### src/rtl/ec_pkg.sv
// rtl/ec_pkg.sv - shared op and state encodings for the bit-serial logic unit
package ec_pkg;
   localparam logic [1:0] OP_AND = 2'b00;
   localparam logic [1:0] OP_OR  = 2'b01;
   localparam logic [1:0] OP_XOR = 2'b10;
   localparam logic [1:0] OP_NOT = 2'b11;

   localparam logic [1:0] S_IDLE = 2'd0;
   localparam logic [1:0] S_RUN  = 2'd1;
   localparam logic [1:0] S_DONE = 2'd2;

   typedef enum logic [1:0] {
      ST_IDLE = S_IDLE,
      ST_RUN  = S_RUN,
      ST_DONE = S_DONE
   } state_t;
endpackage

### src/rtl/cl.sv
// rtl/cl.sv - one-bit logic cell: AND / OR / XOR / NOT a, selected by S
module cl
   import ec_pkg::*;
(
   input  logic       a,
   input  logic       b,
   input  logic [1:0] S,
   output logic       y
);
   always_comb begin
      case (S)
         OP_AND:  y = a & b;
         OP_OR:   y = a | b;
         OP_XOR:  y = a ^ b;
         default: y = ~a;
      endcase
   end
endmodule

### src/rtl/bit_serial_lu.sv
// rtl/bit_serial_lu.sv - N-bit logic unit sequencing operand bits LSB-first through cl
// Optional zero flag output enabled by BSLU_ZERO_FLAG_EN.
module bit_serial_lu
   import ec_pkg::*;
#(
   parameter int N = 8,
   localparam int CW = $clog2(N + 1)
) (
   input  logic         clk,
   input  logic         reset,
   input  logic         start,
   input  logic [N-1:0] a,
   input  logic [N-1:0] b,
   input  logic [1:0]   op,
   output logic         busy,
   output logic         done,
`ifdef BSLU_ZERO_FLAG_EN
   output logic         zero,
`endif
   output logic [N-1:0] result
);
   state_t        state;
   logic [CW-1:0] count;
   logic [N-1:0]  sa;
   logic [N-1:0]  sb;
   logic [1:0]    sop;
   logic          cell_out;
`ifdef BSLU_ZERO_FLAG_EN
   logic          any_one;
`endif

   cl u_cl (
      .a (sa[0]),
      .b (sb[0]),
      .S (sop),
      .y (cell_out)
   );

   assign busy = (state != ST_IDLE);
   assign done = (state == ST_DONE);

   always_ff @(posedge clk) begin
      if (reset) begin
         state  <= ST_IDLE;
         count  <= '0;
         sa     <= '0;
         sb     <= '0;
         sop    <= OP_AND;
         result <= '0;
`ifdef BSLU_ZERO_FLAG_EN
         any_one <= 1'b0;
         zero    <= 1'b0;
`endif
      end else begin
         case (state)
            ST_IDLE: begin
               if (start) begin
                  sa     <= a;
                  sb     <= b;
                  sop    <= op;
                  count  <= '0;
                  result <= '0;
                  state  <= ST_RUN;
`ifdef BSLU_ZERO_FLAG_EN
                  any_one <= 1'b0;
                  zero    <= 1'b0;
`endif
               end
            end
            ST_RUN: begin
               // cell output enters at the MSB so the first (LSB) bit lands in bit 0 after N shifts
               result <= {cell_out, result[N-1:1]};
               sa     <= sa >> 1;
               sb     <= sb >> 1;
               count  <= count + CW'(1);
`ifdef BSLU_ZERO_FLAG_EN
               any_one <= any_one | cell_out;
`endif
               if (count == CW'(N - 1)) state <= ST_DONE;
            end
            ST_DONE: begin
`ifdef BSLU_ZERO_FLAG_EN
               zero <= ~any_one;
`endif
               state <= ST_IDLE;
            end
            default: state <= ST_IDLE;
         endcase
      end
   end
endmodule

### config.mk
export PLATFORM = sky130hd
export DESIGN_NAME = bit_serial_lu
export DESIGN_NICKNAME = d
export VERILOG_FILES = /design/src/rtl/ec_pkg.sv /design/src/rtl/cl.sv /design/src/rtl/bit_serial_lu.sv
export SDC_FILE = /design/constraint.sdc
export NUM_CORES = 1
export LEC_CHECK = 0
export BUFFER_PORTS_ARGS = -buffer_cell sky130_fd_sc_hd__buf_2
export CAP_MARGIN = 20
export CORE_ASPECT_RATIO = 1.2
export CORE_UTILIZATION = 47
export DETAILED_ROUTE_END_ITERATION = 16
export GPL_TIMING_DRIVEN = 0
export HOLD_SLACK_MARGIN = 0.06
export PLACE_DENSITY_LB_ADDON = 0.12
export SYNTH_ARGS = -nofsm -noshare
export SYNTH_HDL_FRONTEND = slang
export SYNTH_SLANG_ARGS = --single-unit
### constraint.sdc
create_clock -name clk -period 1.9 [get_ports clk]
set_clock_uncertainty 0.1 [all_clocks]
set_input_delay 0.095 -clock clk [delete_from_list [all_inputs] [get_ports clk]]
set_output_delay 0.095 -clock clk [all_outputs]
set_load 0.03 [all_outputs]
---- Yosys cells after proc, flatten, opt, wreduce, memory -nomap -nowiden ----
Cells that the tools add are included.
operators by class
  $add $sub $neg .......................... 1
  bitwise logic cells ..................... 4
  reductions and logical operators ........ 7
  equality and inequality tests ........... 7
  multiplexer cells ....................... 12
operator list
  kind                                                                   number
  8-bit one-hot mux with 2 select lines                                  3
  8-bit two-way mux                                                      3
  4-bit one-hot mux with 2 select lines                                  1
  2-bit AND reduction                                                    3
  4-bit by 1-bit adder with 4-bit output, second input constant          1
  2-bit by 1-bit equality test with 1-bit output, second input constant  2
  2-bit equality test, second input constant                             2
  4-bit by 3-bit equality test with 1-bit output, second input constant  1
  2-bit zero test                                                        2
  2-bit two-way mux                                                      2
  4-bit two-way mux                                                      1
  2-bit != test, second input constant                                   2
  2-bit one-hot mux with 2 select lines                                  1
  2-bit nonzero test                                                     2
  1-bit one-hot mux with 3 select lines                                  1
  1-bit AND                                                              1
  1-bit NOT                                                              1
  1-bit OR                                                               1
  1-bit bitwise XOR                                                      1
storage, ports and cells
  bits in registers ....................... 32
  word-level logic and storage cells ...... 37

---- Longest topological paths before layout ----
Gate-level depths: netlist (run 1).
  word-level depth ........................ 3
  depth in mapped cells ................... 5

---- Modules after synthesis ----
From an unflattened synthesis (run 1), not the netlist that was laid out.
unflattened totals
  cells, all modules ...................... 162
  area, all modules ....................... 1,475.2 sq um
by module, submodules not included
  module         times used  sequential area each (sq um)  area each (sq um)  cells each
  bit_serial_lu  1           640.6                         1,416.4            156
  cl             1           0.0                           58.8               6

---- Worst setup path before layout (run 1) ----
Ideal clock, no wire load.
  path kind ............................... register to output
  from .................................... reg state[1]
  to ...................................... out done
  buffers on the path ..................... 3
  setup slack ............................. 0.346 ns
  cell stages (with the launch flop) ...... 5
  data required time ...................... 1.705 ns
  arrival ................................. 1.359 ns
  path through ............................ dfxtp_1 buf_6 buf_2 clkbuf_1 nor2b_1
on the way
  longest elaborated chain between the ends .. 1
ends and longest elaborated chain
  what                      RTL line             RTL
  start: declaration        bit_serial_lu.sv:22  state_t state;
  start signal: assignment  bit_serial_lu.sv:44  state <= ST_IDLE;
  start signal: assignment  bit_serial_lu.sv:63  state <= ST_RUN;
  start signal: assignment  bit_serial_lu.sv:79  if (count == CW'(N - 1)) state <= ST_DONE;
  2-bit equality test       bit_serial_lu.sv:40  assign done = (state == ST_DONE);
  end: declaration          bit_serial_lu.sv:16  output logic done,
No other way between the ends.

---- Worst setup path in the final report (run 1) ----
  from .................................... reg state[0]
  to ...................................... out busy
on the way
  longest elaborated chain between the ends .. 1
ends and longest elaborated chain
  what                RTL line             RTL
  2-bit nonzero test  bit_serial_lu.sv:39  assign busy = (state != ST_IDLE);
  end: declaration    bit_serial_lu.sv:15  output logic busy,
No other way between the ends.

==> results.md, run 1 <==
- The initial utilization of the core area, before any placement, comes to 50.0%.
- The flow ran to the end, and the final reports show no timing, DRC or antenna violations.
- At the worst endpoint, the required time is 1.70 ns.
- Summing the sequential cell areas from Yosys gives 41.2% of the chip area.
- In the synthesized netlist the async set-or-reset flop fraction comes to 0%.
- The worst path needs 1.80 ns of the cycle, external delays included.
- The final critical path takes up ~95% of the cycle.
- Summed over all cells, the static leakage comes to 0.824 nW.
- Leaving out fill and tap cells, the most frequent cells in the layout are 34 x buf_2, 32 x nor2_1, 32 x dfxtp_1, 30 x a21oi_1, 15 x inv_1.
- Clock-pin slew was measured on the worst setup and hold paths at 0.11 ns.
- The average wire length per cell after detail routing is about 14 µm.
- The global-route wire length before repair is 6.27 mm.
- The clock latency on the worst-skew pair is 0.35 ns.
- Among all flip-flop cells after synthesis, the most frequent one is dfxtp_1.
- The count of yosys warnings during synthesis is 0.
- The count of state elements after synthesis is 32.
- The average vias per placed instance is 5.60.
- The combinational family with the most area after synthesis is compound AO/OA/AOI/OAI gates.
- For the final routed database, the setup TNS stands at 0 ns.
- The total of endpoints with negative setup slack in the final report is 0.
- The half-perimeter wire length of the detailed placement result is 2.60 mm.
- The maximum number of pins on one net before global-route repair is 20.
- Timing would allow up to between 500 and 600 MHz.
- The deepest clock path buffer count is 2.
- The worst setup path is of the flop to output port kind.
- The total global-route track usage is between 20 and 25%.
- The total CTS buffers is 5.
- Setup repair after global routing left no endpoint under its margin.
- Max-cap violations in this run came to 0.
- In this run the cell area measured after placement is ~1700 µm².
- The antenna diode instance count is 0.
- The floorplan has 22 rows.
- The remaining routing DRC violations is 0.
- At the worst endpoint, the arrival time is 1.60 ns.
- The sort of element at the start of the critical path is a flop.
- The utilization after layout is 59.9%.
- The post-layout instance area is between 1500 and 2000 µm².
- The proportion of layout cells with a drive suffix above 1 is 21.6%.
- At the end of routability-driven placement, the weighted congestion stood at 0.790.
- The worst-path cell with the longest stage delay is dfxtp_1.
- The die covers approximately 3500 µm².
- The count of final hold-check violations is 0.
- On the critical path the largest part of the delay comes from buffers and inverters.
- The area of the mapped netlist is 1560 µm².
- The core region is 3110 µm².
- The signal on the critical path passes through clkbuf_1 -> or2_1 -> buf_2.
- TritonCTS built the clock tree.
- Leaving out fill and tap cells, the most frequent cell in the layout is buf_2.
- The post-synthesis instance total is 182.
- The first TritonRoute pass finished after 4 iterations.
- Summed over all layers, the routed wires come to 3.66 mm.
- Once the clock tree was built, the resizer swapped 0 gates to a different size.
- In this run the biggest area consumer among cell types represents 41.2% of the synthesized area.
- The overall overflow remaining after global route is 0.
- At the placement stage, the worst setup path has a slack of roughly 0.28 ns.
- The sort of element at the end of the critical path is an output port.
- Buffers placed on the I/O ports in this run total 29.
- By area the synthesized netlist is led by dfxtp_1 41%, o221a_1 10%, a21oi_1 9.7%, nor2_1 7.7%, a22o_1 4.5%.
- dfxtp_1 takes more of the synthesized area than any other cell.
- The final worst slack is 0.104 ns.
- The total nets after synthesis is 206.
- The number of flops mapped to enable cells by yosys is 0.
- The synthesized netlist devotes a little over a quarter of its cell area to compound gates.
- The sink count of the clock tree is 32.
- The remaining antenna violation count after routing is 0.
- The synthesized-area fraction occupied by and/or/nand/nor cells is 17.3%.
- Measured against its own limit, the worst slew margin works out to about two thirds.
- Summing the areas of all fa, ha and maj instances in the mapped netlist gives 2.41% of the synthesized area.
- The number of violations reported at the end of detailed-routing iteration 0 is 31.
- The area growth from synthesis to layout is 19.7%.
- The number of global-route vias before repair is 1446.
- For this run, the slowest stage of the critical path takes 0.49 ns.
- The clock tree synthesis step divided the H-tree into 2 levels.
- The layout net count is 245.
- The number of placed I/O pins is 31.
- The detailed router placed 1445 vias in this run.
- The power per standard cell area is roughly 790 nW/µm².
- Of the total synthesized cell area, the portion taken by XOR and XNOR cells is 0%.
- Across all hold checks on the routed design, the worst slack comes to 0.0844 ns.
- VDD sags by at most 0.802 mV.
- From left edge to right edge, the die measures 54.5 µm.
- The max-slew violation total from the final report is 0.
- In the synthesized netlist, mux cells make up 3.38% of the area.
- The root buffer cell is clkbuf_4.
- The number of buffers and inverters on the critical path is 2.
- The die is 65.0 µm tall.
- After synthesis, the mean cell area works out to 8.55 µm².
- In this run the worst hold path is classified as input port to flop.
- For the pin with the worst max-slew slack, the measured transition is 0.505 ns.
- The initial antenna violation count is 0.
- The post-synthesis cell type count is 28.
- Along the worst path, the maximum fanout reaches 10.
==> cells by family (layout without fill, tap and decap cells) <==
group           Yosys count  after routing
flops                    32             32
simple gates             55             55
mux                       4              4
compound gates           58             58
buf+inv                  30             70
fa+ha+maj                 3              3
==> final timing paths <==
kind,start,endpoint,slack [ns],cells after the start
setup / recovery,state[0]$_SDFFE_PP0P_,busy,0.10,3
hold / removal,a[4],sa[4]$_SDFFE_PP0P_,0.08,4
setup reg to reg,sa[0]$_SDFFE_PP0P_,result[7]$_SDFFE_PP0P_,0.32,4
hold reg to reg,result[0]$_SDFFE_PP0P_,result[0]$_SDFFE_PP0P_,0.38,1
==> per-layer routing <==
layer	global-route usage (%)	share of wire [%]	vias up	wire length (µm)
met2	40.2	49	39	1790
met3	4.46	4.5	8	166
met1	30.2	45	679	1640
li1	-	-	719	-
met4	12.5	1.7	0	61
met5	0	0	-	0
==> synthesized netlist by cell type (3+ instances only) <==
library cell,n
ha_1,3
inv_1,15
buf_2,5
nor2_1,32
nand2_1,4
dfxtp_1,32
mux2i_1,3
a21oi_1,30
o221a_1,14
clkbuf_1,7
nor2b_1,6
a22o_1,8
==> area by class of cell <==
type                    count  area, µm²
repair buffers             33        185
multi-input cells         120        781
fillers                   301       1250
inverters                  15       56.3
clock inverters             3       42.5
plain buffers              14       73.8
flip-flops and latches     32        641
clock buffers               5       37.5
well taps                  36       45.0
==> stage by stage <==
stage / std cells / power [W]
after global routing: 258 / 0.00154
after global placement: 247 / 0.000937
after detailed placement: 247 / 0.000947
final: 258 / 0.00147
after CTS: 258 / 0.00148
after floorplan: 182 / 0.000885
==> where the power goes <==
part           total, W  switching, W  internal, W
logic          0.000200      0.000106    0.0000943
clock network  0.000531      0.000256     0.000274
registers      0.000739     0.0000316     0.000707
total           0.00147      0.000394      0.00108
==> sequential cells by signal (all words and copies together), names as in the netlist <==
name,flops
result,8
sb,8
count,4
sa,8
state,2
sop,2
==> worst reg2reg max path: cells and delay by family, from the launching register on <==
| family | cells | cell delay (ns) |
|---|---|---|
| multiplexers | 1 | 0.46 |
| flip-flops | 1 | 0.39 |
| adder cells (fa/ha/maj) | 1 | 0.27 |
| AO/OA/AOI/OAI | 1 | 0.18 |
| buffers and inverters | 1 | 0.09 |
==> what timing repair did <==
item	in CTS	in global routing
hold buffers	4	0
setup endpoints to repair	2	0
buffers inserted	0	0
hold endpoints to repair	4	0
Power figures use the tool's default switching activity.
==> run 2: changes to the inputs <==
--- a/config.mk
+++ b/config.mk
@@ -15,4 +15,5 @@
 export PLACE_DENSITY_LB_ADDON = 0.12
 export SYNTH_ARGS = -nofsm -noshare
 export SYNTH_HDL_FRONTEND = slang
+export SYNTH_HIERARCHICAL = 1
 export SYNTH_SLANG_ARGS = --single-unit
==> run 2 against run 1 <==
  * Non-clock buffer count rose by 6
  * Global-route usage fell by 2.6 points
  * Synthesized area fell by 5.1%
  * Highest routed layer unchanged
  * First-iteration DRC count rose by 6.5%
  * Cell area fell by 2.3%
  * Largest cell class unchanged
  * Largest power group unchanged
  * Combinational power rose by 8%
  * Cell count fell by 5.8%
==> results.md, run 2 <==
- The post-synthesis xor/xnor area fraction is 0% (unchanged).
- The worst reg2reg path endpoint was result[7]$_SDFFE_PP0P_ (unchanged).
- The critical register-to-register path startpoint was sa[0]$_SDFFE_PP0P_ (unchanged).
- The sequential fraction of the synthesis area is 43.4% (was 41.2%).
- The clock latency on the worst-skew pair is 0.33 ns (was 0.35 ns).
- The average vias per placed instance was 5.46 (was 5.60).
- The effective utilization at floorplan is 51.0% (was 50.0%).
- The total nets after synthesis is 186 (was 206).
- The root buffer cell is clkbuf_4 (unchanged).
- The proportion of layout cells with a drive suffix above 1 is 26.3% (was 21.6%).
- The detailed-routing iteration count for the pre-antenna-repair pass came to 4 (unchanged).
- The average size of a mapped cell was 9.11 µm² (was 8.55 µm²).
- The deepest clock path buffer count is 2 (unchanged).
- The combinational family with the most area after synthesis is compound AO/OA/AOI/OAI gates (unchanged).
- The switching part of the total came to 27.4% (was 26.8%).
- The most common cell after layout, fill and taps aside was nor2_1 (was buf_2).
- The count of yosys warnings during synthesis came to 6 (was 0).
- The sort of element at the end of the critical path is an output port (unchanged).
- The final clock period utilization by the worst path is 89.4% (was 94.5%).
- The proportion of power drawn by flip-flops and latches is 56.0% (was 50.3%).
- The total wirelength of the detailed-routed design is 3.30 mm (was 3.66 mm).
- The number of flops mapped to enable cells by yosys is 0 (unchanged).
- By instance count, the leading cell after synthesis is nor2_1.
- The multi-input gate area in the final layout is 728 µm² (was 781 µm²).
- The required time of the worst setup path is 1.70 ns (about the same).
- The mux cell area share after synthesis is 2.88% (was 3.38%).
- The max-slew violation total from the final report came to 0 (unchanged).
- The initial antenna violation count is 0 (unchanged).
- The instance count after placement with tap cells included is 225 (was 247).
- The class of the most critical setup path is flop to output port (unchanged).
- The remaining antenna violation count after routing is 0 (unchanged).
- The worst reg-to-reg setup slack came to 0.20 ns (was 0.32 ns).
- The overall overflow remaining after global route is 0 (unchanged).
- The minimum period implied by the final worst setup slack was 1.70 ns (was 1.80 ns).
- The synthesized-area fraction occupied by and/or/nand/nor cells is 18.8% (was 17.3%).
- The die outline area is 3370 µm² (was 3540 µm²).
- The worst path arrival time is 1.50 ns (was 1.60 ns).
- The highest fanout seen on the critical path was 10 (unchanged).
- The number of buffers inserted for hold repair after clock tree synthesis is 11 (was 4).
- The worst slew margin relative to its limit came to 65.2% (was 66.3%).
- The total number of vias is 1326 (was 1445).
- The sort of element at the start of the critical path is a flop (unchanged).
- The switching power total is 0.000358 W (was 0.000394 W).
- The most used flip-flop cell after synthesis was dfxtp_1 (unchanged).
- The number of core rows is 21 (was 22).
- The H-tree depth was 2 (unchanged).
- The final cell count without fillers is 243 (was 258).
- The power per standard cell area is 719 nW/µm² (was 789 nW/µm²).
- Most common library cells after synthesis: 42 x nor2_1, 32 x dfxtp_1, 11 x a22oi_1, 11 x o2bb2ai_1, 8 x a211oi_1 (was 32 x dfxtp_1, 32 x nor2_1, 30 x a21oi_1).
- The share of total power in the clock network was 27.3% (was 36.1%).
- Largest registers ranked by flip-flop count: result (8), sa (8), sb (8) (unchanged).
- The number of setup buffers added after CTS is 0 (unchanged).
- The worst hold path stage count is 3 (was 4).
- The global-route wire length before repair came to 5.42 mm (was 6.27 mm).
- The post-synthesis instance total is 162 (was 182).
- The final weighted congestion of routability-driven global placement is 0.787 (was 0.790).
- The adder and majority cell fraction of the synthesized area is 2.54% (was 2.41%).
- The post-cts sizing count is 0 (unchanged).
- The number of violations reported at the end of detailed-routing iteration 0 is 33 (was 31).
- The top cell type's share of synthesized area came to 43.4% (was 41.2%).
- The number of global-route vias before repair is 1203 (was 1446).
- The total CTS buffers is 5 (unchanged).
- The filler cell count in the final layout is 275 (was 301).
- The CTS tree is yes (unchanged).
- The register area came to 641 µm² (unchanged).
- The cell internal power dissipation is 0.000950 W (was 0.00108 W).
- The clock transition at the registers of the reported paths is 0.10 ns (was 0.11 ns).
- The async set-or-reset flop fraction in the synthesized netlist is 0% (unchanged).
- The end point of the most critical hold path is sb[2]$_SDFFE_PP0P_ (was sa[4]$_SDFFE_PP0P_).
- The average wire length per cell after detail routing is 13.6 µm (was 14.2 µm).
- The share of the synthesized area in compound gates (AO/OA/AOI/OAI) is 25.1% (was 27.1%).
- The die span in x is 53.1 µm (was 54.5 µm).
- The sink count of the clock tree is 32 (unchanged).
- The area of the mapped netlist is 1480 µm² (was 1560 µm²).
- The layout overhead on the synthesized area is 23.3% (was 19.7%).
- The transition at the pin with the smallest max-transition slack is 0.522 ns (was 0.505 ns).
- The peak clock frequency supported by timing came to 589 MHz (was 557 MHz).
- The class of the tightest hold or removal check is input port to flop (unchanged).
- The number of placed I/O pins is 31 (unchanged).
- The antenna diode instance count is 0 (unchanged).
- The number of port buffers is 29 (unchanged).
- The top cell type by total area after synthesis is dfxtp_1 (unchanged).
- The layout net count was 233 (was 245).
- The maximum number of pins on one net before global-route repair is 11 (was 20).
- Status: completed (unchanged).
- The post-synthesis cell type count is 34 (was 28).
- The total global-route track usage is 22.3% (was 24.8%).
- The aggregate negative setup slack was 0 ns (unchanged).
- The maximum ir drop on the vdd rail is 0.541 mV (was 0.802 mV).
- The remaining routing DRC violations is 0 (unchanged).
- The reported leakage power is 0.759 nW (was 0.824 nW).
- Commonest cells after routing, fill and taps aside: 42 x nor2_1, 33 x buf_2, 32 x dfxtp_1 (was 34 x buf_2, 32 x nor2_1, 32 x dfxtp_1, 30 x a21oi_1, 15 x inv_1).
- Largest cells by area after synthesis: dfxtp_1 43%, nor2_1 11%, o2bb2ai_1 6.5%, a22oi_1 5.6%, a211oi_2 4.2% (was dfxtp_1 41%, o221a_1 10%, a21oi_1 9.7%, nor2_1 7.7%, a22o_1 4.5%).
- The startpoint of the most critical hold path is start (was a[4]).
- RSZ-0062 raised after global routing: false (unchanged).
- The count of state elements after synthesis was 32 (unchanged).
- The number of max-cap violations is 0 (unchanged).
- The worst hold slack is 0.0711 ns (was 0.0844 ns).
- The half-perimeter wire length of the detailed placement result is 2.32 mm (was 2.60 mm).
- The count of final hold-check violations is 0 (unchanged).
- The placeable core region came to 2890 µm² (was 3110 µm²).
- The die height is 63.4 µm (was 65.0 µm).
- The depth of the worst register-to-register path is 5 (was 4).
- The total of endpoints with negative setup slack in the final report was 0 (unchanged).
- The power share of the combinational group is 16.6% (was 13.6%).
## run 2: changes by cell type after synthesis, moves of 3 or more
cell	delta
a211oi_1	+8
a211oi_2	+5
a21oi_1	-28
a22o_1	-8
a22oi_1	+10
buf_4	+3
clkbuf_1	-4
inv_1	-10
nor2_1	+10
nor2b_1	-5
o221a_1	-14
o2bb2ai_1	+11
## run 2: how the worst max path moves through the flow
stage / depth (start not counted) / startpoint / end
4_1_cts: 5 / state[1]$_SDFFE_PP0P_ / done
6_report: 5 / state[1]$_SDFFE_PP0P_ / done
5_1_grt: 5 / state[1]$_SDFFE_PP0P_ / done
3_5_place_dp: 5 / sa[0]$_SDFFE_PP0P_ / result[7]$_SDFFE_PP0P_
2_1_floorplan: 5 / sa[0]$_SDFFE_PP0P_ / result[7]$_SDFFE_PP0P_
3_3_place_gp: 5 / sa[0]$_SDFFE_PP0P_ / result[7]$_SDFFE_PP0P_
## run 2: stage by stage
step / worst slack, ns / power (W) / utilization (%) / cell area (µm²)
after floorplan: 0.377 / 0.000889 / - / 1480
after global placement: 0.256 / 0.000941 / 57.5 / 1660
after detailed placement: 0.220 / 0.000950 / 57.5 / 1660
after CTS: 0.188 / 0.00132 / 62.9 / 1820
after global routing: 0.0939 / 0.00138 / 62.9 / 1820
final: 0.201 / 0.00131 / 62.9 / 1820
## run 2: critical path, cell delays in order (launching register included)
cell	delay (ns)
dfxtp_1	0.31
buf_4	0.16
inv_1	0.17
buf_2	0.28
nor2_1	0.08
buf_2	0.18
## run 2: logic make-up after synthesis
| group | after synthesis |
|---|---|
| muxes | 3 |
| and+or+nand+nor | 60 |
| DFF | 32 |
| buffers and inverters | 19 |
| AOI/OAI and AO/OA | 45 |
| adders and majority gates | 3 |
## run 2: layout make-up
class                   count  share of cell area, %
multi-input cells         111                   40.0
clock buffers               6                   2.27
clock inverters             1                  0.275
inverters                   6                   1.24
repair buffers             40                   14.0
flip-flops and latches     32                   35.2
well taps                  34                   2.34
plain buffers              13                   4.61
## run 2: power by group through the flow
| stage | clock network, W | logic [W] | registers (W) |
|---|---|---|---|
| 2_1_floorplan | 0 | 0.000146 | 0.000743 |
| 3_3_place_gp | 0 | 0.000194 | 0.000747 |
| 3_5_place_dp | 0 | 0.000201 | 0.000749 |
| 4_1_cts | 0.000370 | 0.000219 | 0.000733 |
| 5_1_grt | 0.000395 | 0.000243 | 0.000739 |
| 6_report | 0.000358 | 0.000217 | 0.000733 |
## run 2: metal layers
metal | up-vias | GRT usage [%] | share of wire, %
met5 | - | 0 | 0
met4 | 0 | 7.89 | 1.5
met3 | 5 | 7.49 | 4.1
met2 | 28 | 35.6 | 48
met1 | 622 | 27.2 | 46
li1 | 671 | - | -
